<file path="config.mk">
export PLATFORM = sky130hd
export DESIGN_NAME = mem_arbiter
export DESIGN_NICKNAME = d
export VERILOG_FILES = /design/src/rtl/mem_arbiter_pkg.sv /design/src/rtl/mem_arb_pick.sv /design/src/rtl/mem_arbiter.sv
export SDC_FILE = /design/constraint.sdc
export NUM_CORES = 1
export LEC_CHECK = 0
export BUFFER_PORTS_ARGS = -buffer_cell sky130_fd_sc_hd__buf_2
export CORE_MARGIN = 5
export CORE_UTILIZATION = 51
export CTS_CLUSTER_DIAMETER = 100
export DETAILED_ROUTE_END_ITERATION = 16
export PLACE_DENSITY = 0.83
export SYNTH_ARGS = -nofsm -noshare
export SYNTH_HDL_FRONTEND = slang
export SYNTH_SLANG_ARGS = --single-unit
</file>
<file path="constraint.sdc">
create_clock -name clk_in -period 4.6 [get_ports clk_in]
set_input_delay 0.92 -clock clk_in [delete_from_list [all_inputs] [get_ports clk_in]]
set_output_delay 0.92 -clock clk_in [all_outputs]
set_load 0.05 [all_outputs]
</file>
<file path="src/rtl/mem_arbiter_pkg.sv">
// mem_arbiter_pkg: shared state encoding, op-field positions and default addresses
// for the fetch / load-store arbiter in front of the memory controller.
package mem_arbiter_pkg;
   typedef enum logic [1:0] {
      ST_IDLE  = 2'd0,
      ST_FETCH = 2'd1,
      ST_LSB   = 2'd2,
      ST_DRAIN = 2'd3
   } arb_state_e;
   localparam int GNT_FETCH = 0;
   localparam int GNT_LSB   = 1;
   localparam int OP_STORE  = 3;
   localparam logic [3:0]  FETCH_OP         = 4'b0010;
   localparam logic [31:0] IO_ADDR0_DEFAULT = 32'h0003_0000;
   localparam logic [31:0] IO_ADDR1_DEFAULT = 32'h0003_0004;
endpackage

</file>
<file path="src/rtl/mem_arb_pick.sv">
// mem_arb_pick: combinational eligibility and one-hot grant selection,
// load priority bounded by the fetch starvation counter.
module mem_arb_pick
   import mem_arbiter_pkg::*;
#(
   parameter int          STARVE_LIMIT = 4,
   parameter logic [31:0] IO_ADDR0     = IO_ADDR0_DEFAULT,
   parameter logic [31:0] IO_ADDR1     = IO_ADDR1_DEFAULT
) (
   input  logic        if_req_i,
   input  logic        if_ready_i,
   input  logic        flush_i,
   input  logic        lsb_req_i,
   input  logic        lsb_ready_i,
   input  logic [31:0] lsb_addr_i,
   input  logic        io_full_i,
   input  logic [3:0]  starve_cnt_i,
   output logic [1:0]  grant_o,
   output logic        fetch_wait_o
);
   logic io_hit;
   logic lsb_ok;
   assign io_hit       = (lsb_addr_i == IO_ADDR0) || (lsb_addr_i == IO_ADDR1);
   assign lsb_ok       = lsb_req_i && !lsb_ready_i && !(io_full_i && io_hit);
   assign fetch_wait_o = if_req_i && !if_ready_i && !flush_i;
   assign grant_o[GNT_LSB]   = lsb_ok && (!fetch_wait_o || starve_cnt_i < 4'(STARVE_LIMIT));
   assign grant_o[GNT_FETCH] = fetch_wait_o && !grant_o[GNT_LSB];
endmodule

</file>
<file path="src/rtl/mem_arbiter.sv">
// mem_arbiter: single-grant arbiter between instruction fetch and the load/store
// buffer, holding the memory controller port until completion and routing results back.
module mem_arbiter
   import mem_arbiter_pkg::*;
#(
   parameter int          STARVE_LIMIT = 4,
   parameter logic [31:0] IO_ADDR0     = IO_ADDR0_DEFAULT,
   parameter logic [31:0] IO_ADDR1     = IO_ADDR1_DEFAULT
) (
   input  logic        clk_in,
   input  logic        rst_n_in,
   input  logic        rdy_in,
   input  logic        flush_in,
   input  logic        io_buffer_full,
   input  logic        if_req,
   input  logic [31:0] if_addr,
   output logic        if_ready,
   output logic [31:0] if_data,
   input  logic        lsb_req,
   input  logic [31:0] lsb_addr,
   input  logic [31:0] lsb_wdata,
   input  logic [3:0]  lsb_op,
   output logic        lsb_ready,
   output logic [31:0] lsb_rdata,
   output logic        mc_req,
   output logic [31:0] mc_addr,
   output logic [31:0] mc_wdata,
   output logic [3:0]  mc_op,
   input  logic        mc_done,
   input  logic [31:0] mc_rdata
);
   arb_state_e  state_q, state_d;
   logic [3:0]  starve_q, starve_d;
   logic        mc_req_q, mc_req_d;
   logic [31:0] mc_addr_q, mc_addr_d;
   logic [31:0] mc_wdata_q, mc_wdata_d;
   logic [3:0]  mc_op_q, mc_op_d;
   logic        if_ready_q, if_ready_d;
   logic [31:0] if_data_q, if_data_d;
   logic        lsb_ready_q, lsb_ready_d;
   logic [31:0] lsb_rdata_q, lsb_rdata_d;
   logic [1:0]  grant;
   logic        fetch_wait;
   logic        granting;
   logic        kill;

   mem_arb_pick #(
      .STARVE_LIMIT(STARVE_LIMIT),
      .IO_ADDR0    (IO_ADDR0),
      .IO_ADDR1    (IO_ADDR1)
   ) u_pick (
      .if_req_i    (if_req),
      .if_ready_i  (if_ready_q),
      .flush_i     (flush_in),
      .lsb_req_i   (lsb_req),
      .lsb_ready_i (lsb_ready_q),
      .lsb_addr_i  (lsb_addr),
      .io_full_i   (io_buffer_full),
      .starve_cnt_i(starve_q),
      .grant_o     (grant),
      .fetch_wait_o(fetch_wait)
   );

   assign granting = (state_q == ST_IDLE) && |grant;
   // Flush discards fetches and loads; stores already committed run to completion.
   assign kill = flush_in && (state_q == ST_FETCH || (state_q == ST_LSB && !mc_op_q[OP_STORE]));

   always_ff @(posedge clk_in or negedge rst_n_in) begin
      if (!rst_n_in) begin
         state_q     <= ST_IDLE;
         starve_q    <= '0;
         mc_req_q    <= 1'b0;
         mc_addr_q   <= '0;
         mc_wdata_q  <= '0;
         mc_op_q     <= '0;
         if_ready_q  <= 1'b0;
         if_data_q   <= '0;
         lsb_ready_q <= 1'b0;
         lsb_rdata_q <= '0;
      end else if (rdy_in) begin
         state_q     <= state_d;
         starve_q    <= starve_d;
         mc_req_q    <= mc_req_d;
         mc_addr_q   <= mc_addr_d;
         mc_wdata_q  <= mc_wdata_d;
         mc_op_q     <= mc_op_d;
         if_ready_q  <= if_ready_d;
         if_data_q   <= if_data_d;
         lsb_ready_q <= lsb_ready_d;
         lsb_rdata_q <= lsb_rdata_d;
      end
   end

   always_comb begin
      state_d = state_q;
      case (state_q)
         ST_IDLE:         state_d = grant[GNT_LSB] ? ST_LSB : grant[GNT_FETCH] ? ST_FETCH : ST_IDLE;
         ST_FETCH, ST_LSB: state_d = mc_done ? ST_IDLE : kill ? ST_DRAIN : state_q;
         default:         state_d = mc_done ? ST_IDLE : ST_DRAIN;
      endcase
   end

   always_comb begin
      mc_req_d    = (state_q == ST_IDLE) ? |grant : !mc_done;
      mc_addr_d   = granting ? (grant[GNT_LSB] ? lsb_addr : if_addr) : mc_addr_q;
      mc_wdata_d  = granting ? (grant[GNT_LSB] ? lsb_wdata : '0) : mc_wdata_q;
      mc_op_d     = granting ? (grant[GNT_LSB] ? lsb_op : FETCH_OP) : mc_op_q;
      if_ready_d  = (state_q == ST_FETCH) && mc_done && !kill;
      if_data_d   = if_ready_d ? mc_rdata : if_data_q;
      lsb_ready_d = (state_q == ST_LSB) && mc_done && !kill;
      lsb_rdata_d = lsb_ready_d ? mc_rdata : lsb_rdata_q;
      starve_d    = granting ? ((grant[GNT_LSB] && fetch_wait) ? starve_q + 4'd1 : '0) : starve_q;
   end

   assign mc_req    = mc_req_q;
   assign mc_addr   = mc_addr_q;
   assign mc_wdata  = mc_wdata_q;
   assign mc_op     = mc_op_q;
   assign if_ready  = if_ready_q;
   assign if_data   = if_data_q;
   assign lsb_ready = lsb_ready_q;
   assign lsb_rdata = lsb_rdata_q;
endmodule

</file>
==> flow_results.org <==
** Critical path
- The worst setup path is captured at a flip-flop.
- For the worst flop-to-flop path, the logic depth is 5.
- Worst EP required :: 4.89 ns
- The worst register-to-register path begins at lsb_ready$_DFFE_PN0P_.
- Data arrives at the worst endpoint at around 3.4 ns.
- CP max FO :: 34
- STA classifies the critical path startpoint as an input pin.
- Critical setup path kind :: input pin to flip-flop
- The worst register-to-register path ends at mc_addr[31]$_DFFE_PN0P_.
- For flop-to-flop paths, the worst setup slack is 1.81 ns.

** Die
- The floorplan step defined a core boundary enclosing ~12000 um^2.
- Row generation in the floorplan step produced 40 rows.
- In this run the horizontal extent of the chip is 120 um.
- Effective utilization at floorplan :: 0.519
- The die covers 14500 um^2.
- # IOs :: 275
- Chip Height :: around 120 um

** STA
- Number of max-slew violations in the final report :: 0
- Setup TNS :: 0 ns
- At the pin with the least slew margin, the transition time is between 1 and 1.5 ns.
- Maximum clock frequency :: roughly 320 MHz
- The final number of hold-violating endpoints is 0.
- Setup repair after global routing left no endpoint under its margin.
- Final min period :: 3.08 ns
- Max_slew headroom :: 0.224
- Fin Hold WS :: 0.483 ns
- Setup clock skew after layout :: slightly below 0.009 ns
- Total setup violations reported at the end of the flow :: 0
- Dividing the final minimum period by the clock period gives 0.670.

** Drt
- Via density per instance :: between 5 and 6
- Drt wl/cell :: 18.2 um
- WL final :: around 16000 um
- For this run, design rule violations remaining after detail routing come to 0.
- 1st-iter DRT viols :: ~220
- Vias post-DR :: 4565
- Once detail routing completed, the nets flagged for antenna violations numbered 0.
- Before antenna repair, the detailed router went through 4 iterations.

** Clock network
- The clock drives approximately 140 sinks.
- Clock tree buffer depth :: 2
- Inserted Clock Buffers :: 17
- CTS placed an instance of sky130_fd_sc_hd__clkbuf_16 at the clock tree root.
- After clock tree synthesis, the clock-pin slew on the worst setup and hold paths is 0.06 ns.
- Number of H-tree levels :: 4
- Post-CTS sizing :: 0
- Clock latency of the later-clocked register in the worst-skew pair :: between 0.4 and 0.5 ns
- TritonCTS clock tree :: done
- Hold buffer count at cts :: 0
- Number of setup buffers added after CTS :: 0

** Global routing
- After global routing, the most crowded layer is met2.
- For this run, global-route usage on met2 was measured as 0.387.
- Antenna violations before repair :: 0
- Gr usage total :: 0.224
- The via count of the first global-routing pass was slightly above 5000.
- For met3 alone, demand over resource in global routing was 0.0837.
- For this run, global-route usage on met1 was measured as 0.253.
- Global-route wire length before repair :: around 26000 um
- After global routing the overflow that remains totals 0.
- Maximum number of pins on one net before global-route repair :: 114

** Power
- Leakage power :: about 4.2 nW
- Worst IR drop on VDD :: roughly 650 uV
- Power spread over the standard cell area amounts to approximately 900 nW/um^2.

** Yosys
- Of the total synthesized cell area, the portion taken by AND, OR, NAND and NOR gates is 0.0462.
- After synthesis, the most frequently instantiated cells are 141 x sky130_fd_sc_hd__dfrtp_1, 73 x sky130_fd_sc_hd__mux2_2, 44 x sky130_fd_sc_hd__inv_1.
- Of the total synthesized cell area, the portion taken by full adders, half adders and majority gates is 0.00806.
- The share of synthesized area in the top cell type comes to 0.569.
- Yosys warnings :: 0
- The portion of synthesized area spent on multiplexers is 0.309.
- Of the total synthesized cell area, the portion taken by XOR and XNOR cells is 0.
- Post-synthesis sequential area ratio :: 0.569
- The biggest area contributor in the post-synthesis netlist is sky130_fd_sc_hd__dfrtp_1.
- In this run, synthesis inferred 0 flip-flops with an integrated enable.
- Syn Area/Cell :: 13.7 um^2
- Synthesized netlist net count :: 597
- In the post-synthesis netlist, the cell with the most instances is sky130_fd_sc_hd__dfrtp_1.
- The netlist uses 28 different library cells.
- Async set or reset register ratio after synthesis :: 1.00
- Post-synthesis instance area :: ~6200 um^2
- In this run, synthesis produced a sequential element count of 141.
- The complex-gate fraction of the synthesized area came to 0.0185.
- After synthesis, the largest family of logic cells by area is multiplexers.
- Biggest area contributors in the synthesized netlist :: sky130_fd_sc_hd__dfrtp_1 57%, sky130_fd_sc_hd__mux2_2 13%, sky130_fd_sc_hd__mux2_4 7.0%, sky130_fd_sc_hd__mux2i_1 6.0%, sky130_fd_sc_hd__mux2_1 4.7%
- The most used flip-flop cell after synthesis is sky130_fd_sc_hd__dfrtp_1.
- The cell count after synthesis came out at 453.

** Placed design
- Routability cong. :: 0.839
- After legalization and detailed placement, the total HPWL measured 11900 um.
- Count of input and output buffers :: 274
- Post-placement cell count :: 857

** Cells and area
- The multi-input combinational cells in the finished layout cover a total of between 2000 and 2500 um^2.
- The net count of the finished layout is 873.
- Registers take 3530 um^2.
- Once layout is complete, the utilization of the core stands at 0.690.
- Ratio of cells with drive above 1 in the final layout :: 0.557
- Final Non-Filler Cells :: 889
- Compared with the post-synthesis result, the final layout area differs by 33.0%.
- Layout filler cell count :: 897

** Flow run
- Max-cap check violation count :: 0

** Min path
- Along the worst hold path, the cell count comes to 1.
- Hold WC Path Type :: flip-flop to flip-flop
- Beginning of the worst hold path :: starve_q[0]$_DFFE_PN0P_
- Hold endpoint :: starve_q[0]$_DFFE_PN0P_

** Run status
- Outcome :: completed
==> cell families after synthesis <==
family,after synthesis
compound gates,16
flops,141
fa+ha+maj,4
mux,165
buf+inv,66
simple gates,61
==> report_power, final <==
group          internal, mW  switching [mW]
Clock                 0.804           0.506
Combinational          1.05            2.81
Sequential             1.85           0.327
Total                  3.70            3.64
==> critical path, stage by stage <==
cell and delay [ns]:
sky130_fd_sc_hd__buf_2 0.11, sky130_fd_sc_hd__nor4b_1 0.39, sky130_fd_sc_hd__nand4_1 0.28, sky130_fd_sc_hd__o211ai_4 0.97
sky130_fd_sc_hd__mux2_2 0.42, sky130_fd_sc_hd__mux2_2 0.26
==> cells in the final DEF (no fill, tap or decap), types with 2 or more instances in the layout <==
| cell type | Yosys | layout |
|---|---|---|
| sky130_fd_sc_hd__ha_1 | 4 | 4 |
| sky130_fd_sc_hd__mux2_2 | 73 | 73 |
| sky130_fd_sc_hd__clkinvlp_4 | 0 | 2 |
| sky130_fd_sc_hd__mux2_1 | 26 | 26 |
| sky130_fd_sc_hd__mux2i_1 | 37 | 37 |
| sky130_fd_sc_hd__clkbuf_16 | 0 | 17 |
| sky130_fd_sc_hd__a31oi_1 | 2 | 2 |
| sky130_fd_sc_hd__nand2_1 | 37 | 37 |
| sky130_fd_sc_hd__nor4b_1 | 3 | 3 |
| sky130_fd_sc_hd__dfrtp_1 | 141 | 141 |
| sky130_fd_sc_hd__buf_2 | 4 | 273 |
| sky130_fd_sc_hd__o2bb2ai_1 | 2 | 2 |
| sky130_fd_sc_hd__nor2b_1 | 4 | 4 |
| sky130_fd_sc_hd__nand4_1 | 3 | 3 |
| sky130_fd_sc_hd__mux2_4 | 29 | 29 |
| sky130_fd_sc_hd__nor2_1 | 5 | 5 |
| sky130_fd_sc_hd__clkinv_2 | 0 | 6 |
| sky130_fd_sc_hd__a21oi_1 | 4 | 3 |
| sky130_fd_sc_hd__bufinv_16 | 0 | 2 |
| sky130_fd_sc_hd__o21ai_0 | 5 | 5 |
| sky130_fd_sc_hd__clkinv_4 | 0 | 2 |
| sky130_fd_sc_hd__nor4_1 | 5 | 5 |
| sky130_fd_sc_hd__buf_4 | 2 | 4 |
| sky130_fd_sc_hd__inv_1 | 44 | 44 |
==> worst max-delay path by stage <==
stage	from	to	slack (ns)	cells past startpoint
after floorplan	lsb_addr[24]	mc_addr[22]$_DFFE_PN0P_	1.97	6
after global placement	lsb_addr[19]	mc_addr[31]$_DFFE_PN0P_	1.13	6
after detailed placement	lsb_addr[4]	mc_addr[31]$_DFFE_PN0P_	1.07	6
after CTS	lsb_addr[4]	mc_addr[0]$_DFFE_PN0P_	1.50	6
after global routing	lsb_addr[4]	mc_addr[31]$_DFFE_PN0P_	1.26	6
final	lsb_addr[4]	mc_addr[31]$_DFFE_PN0P_	1.52	6
==> sequential cells by signal, summed over array words and instances, names as in the netlist <==
register   flops
if_data       32
if_ready       1
lsb_rdata     32
lsb_ready      1
mc_addr       32
mc_op          4
mc_req         1
mc_wdata      32
starve_q       4
state_q        2
==> per-layer routing <==
metal,part of all wire,up-vias
li1,-,2099
met1,0.38,2235
met2,0.50,209
met3,0.096,22
met4,0.015,0
met5,0,-
==> cell type report <==
class                           instances  area share
Sequential cell                       141       0.427
Inverter                               44      0.0200
Tap cell                              147      0.0223
Antenna cell                            1    0.000303
Clock buffer                           19      0.0536
Clock inverter                         12      0.0149
Multi-Input combinational cell        246       0.289
Timing Repair Buffer                  279       0.173
==> per-stage QoR <==
| stage | area, um^2 | power [mW] | worst slack (ns) |
|---|---|---|---|
| after floorplan | 6210 | 5.10 | 1.97 |
| after global placement | 7690 | 5.97 | 1.13 |
| after detailed placement | 7690 | 6.06 | 1.07 |
| after CTS | 8250 | 7.40 | 1.50 |
| after global routing | 8250 | 7.68 | 1.26 |
| final | 8260 | 7.34 | 1.52 |
No activity file was read; power rests on OpenSTA's default activity.
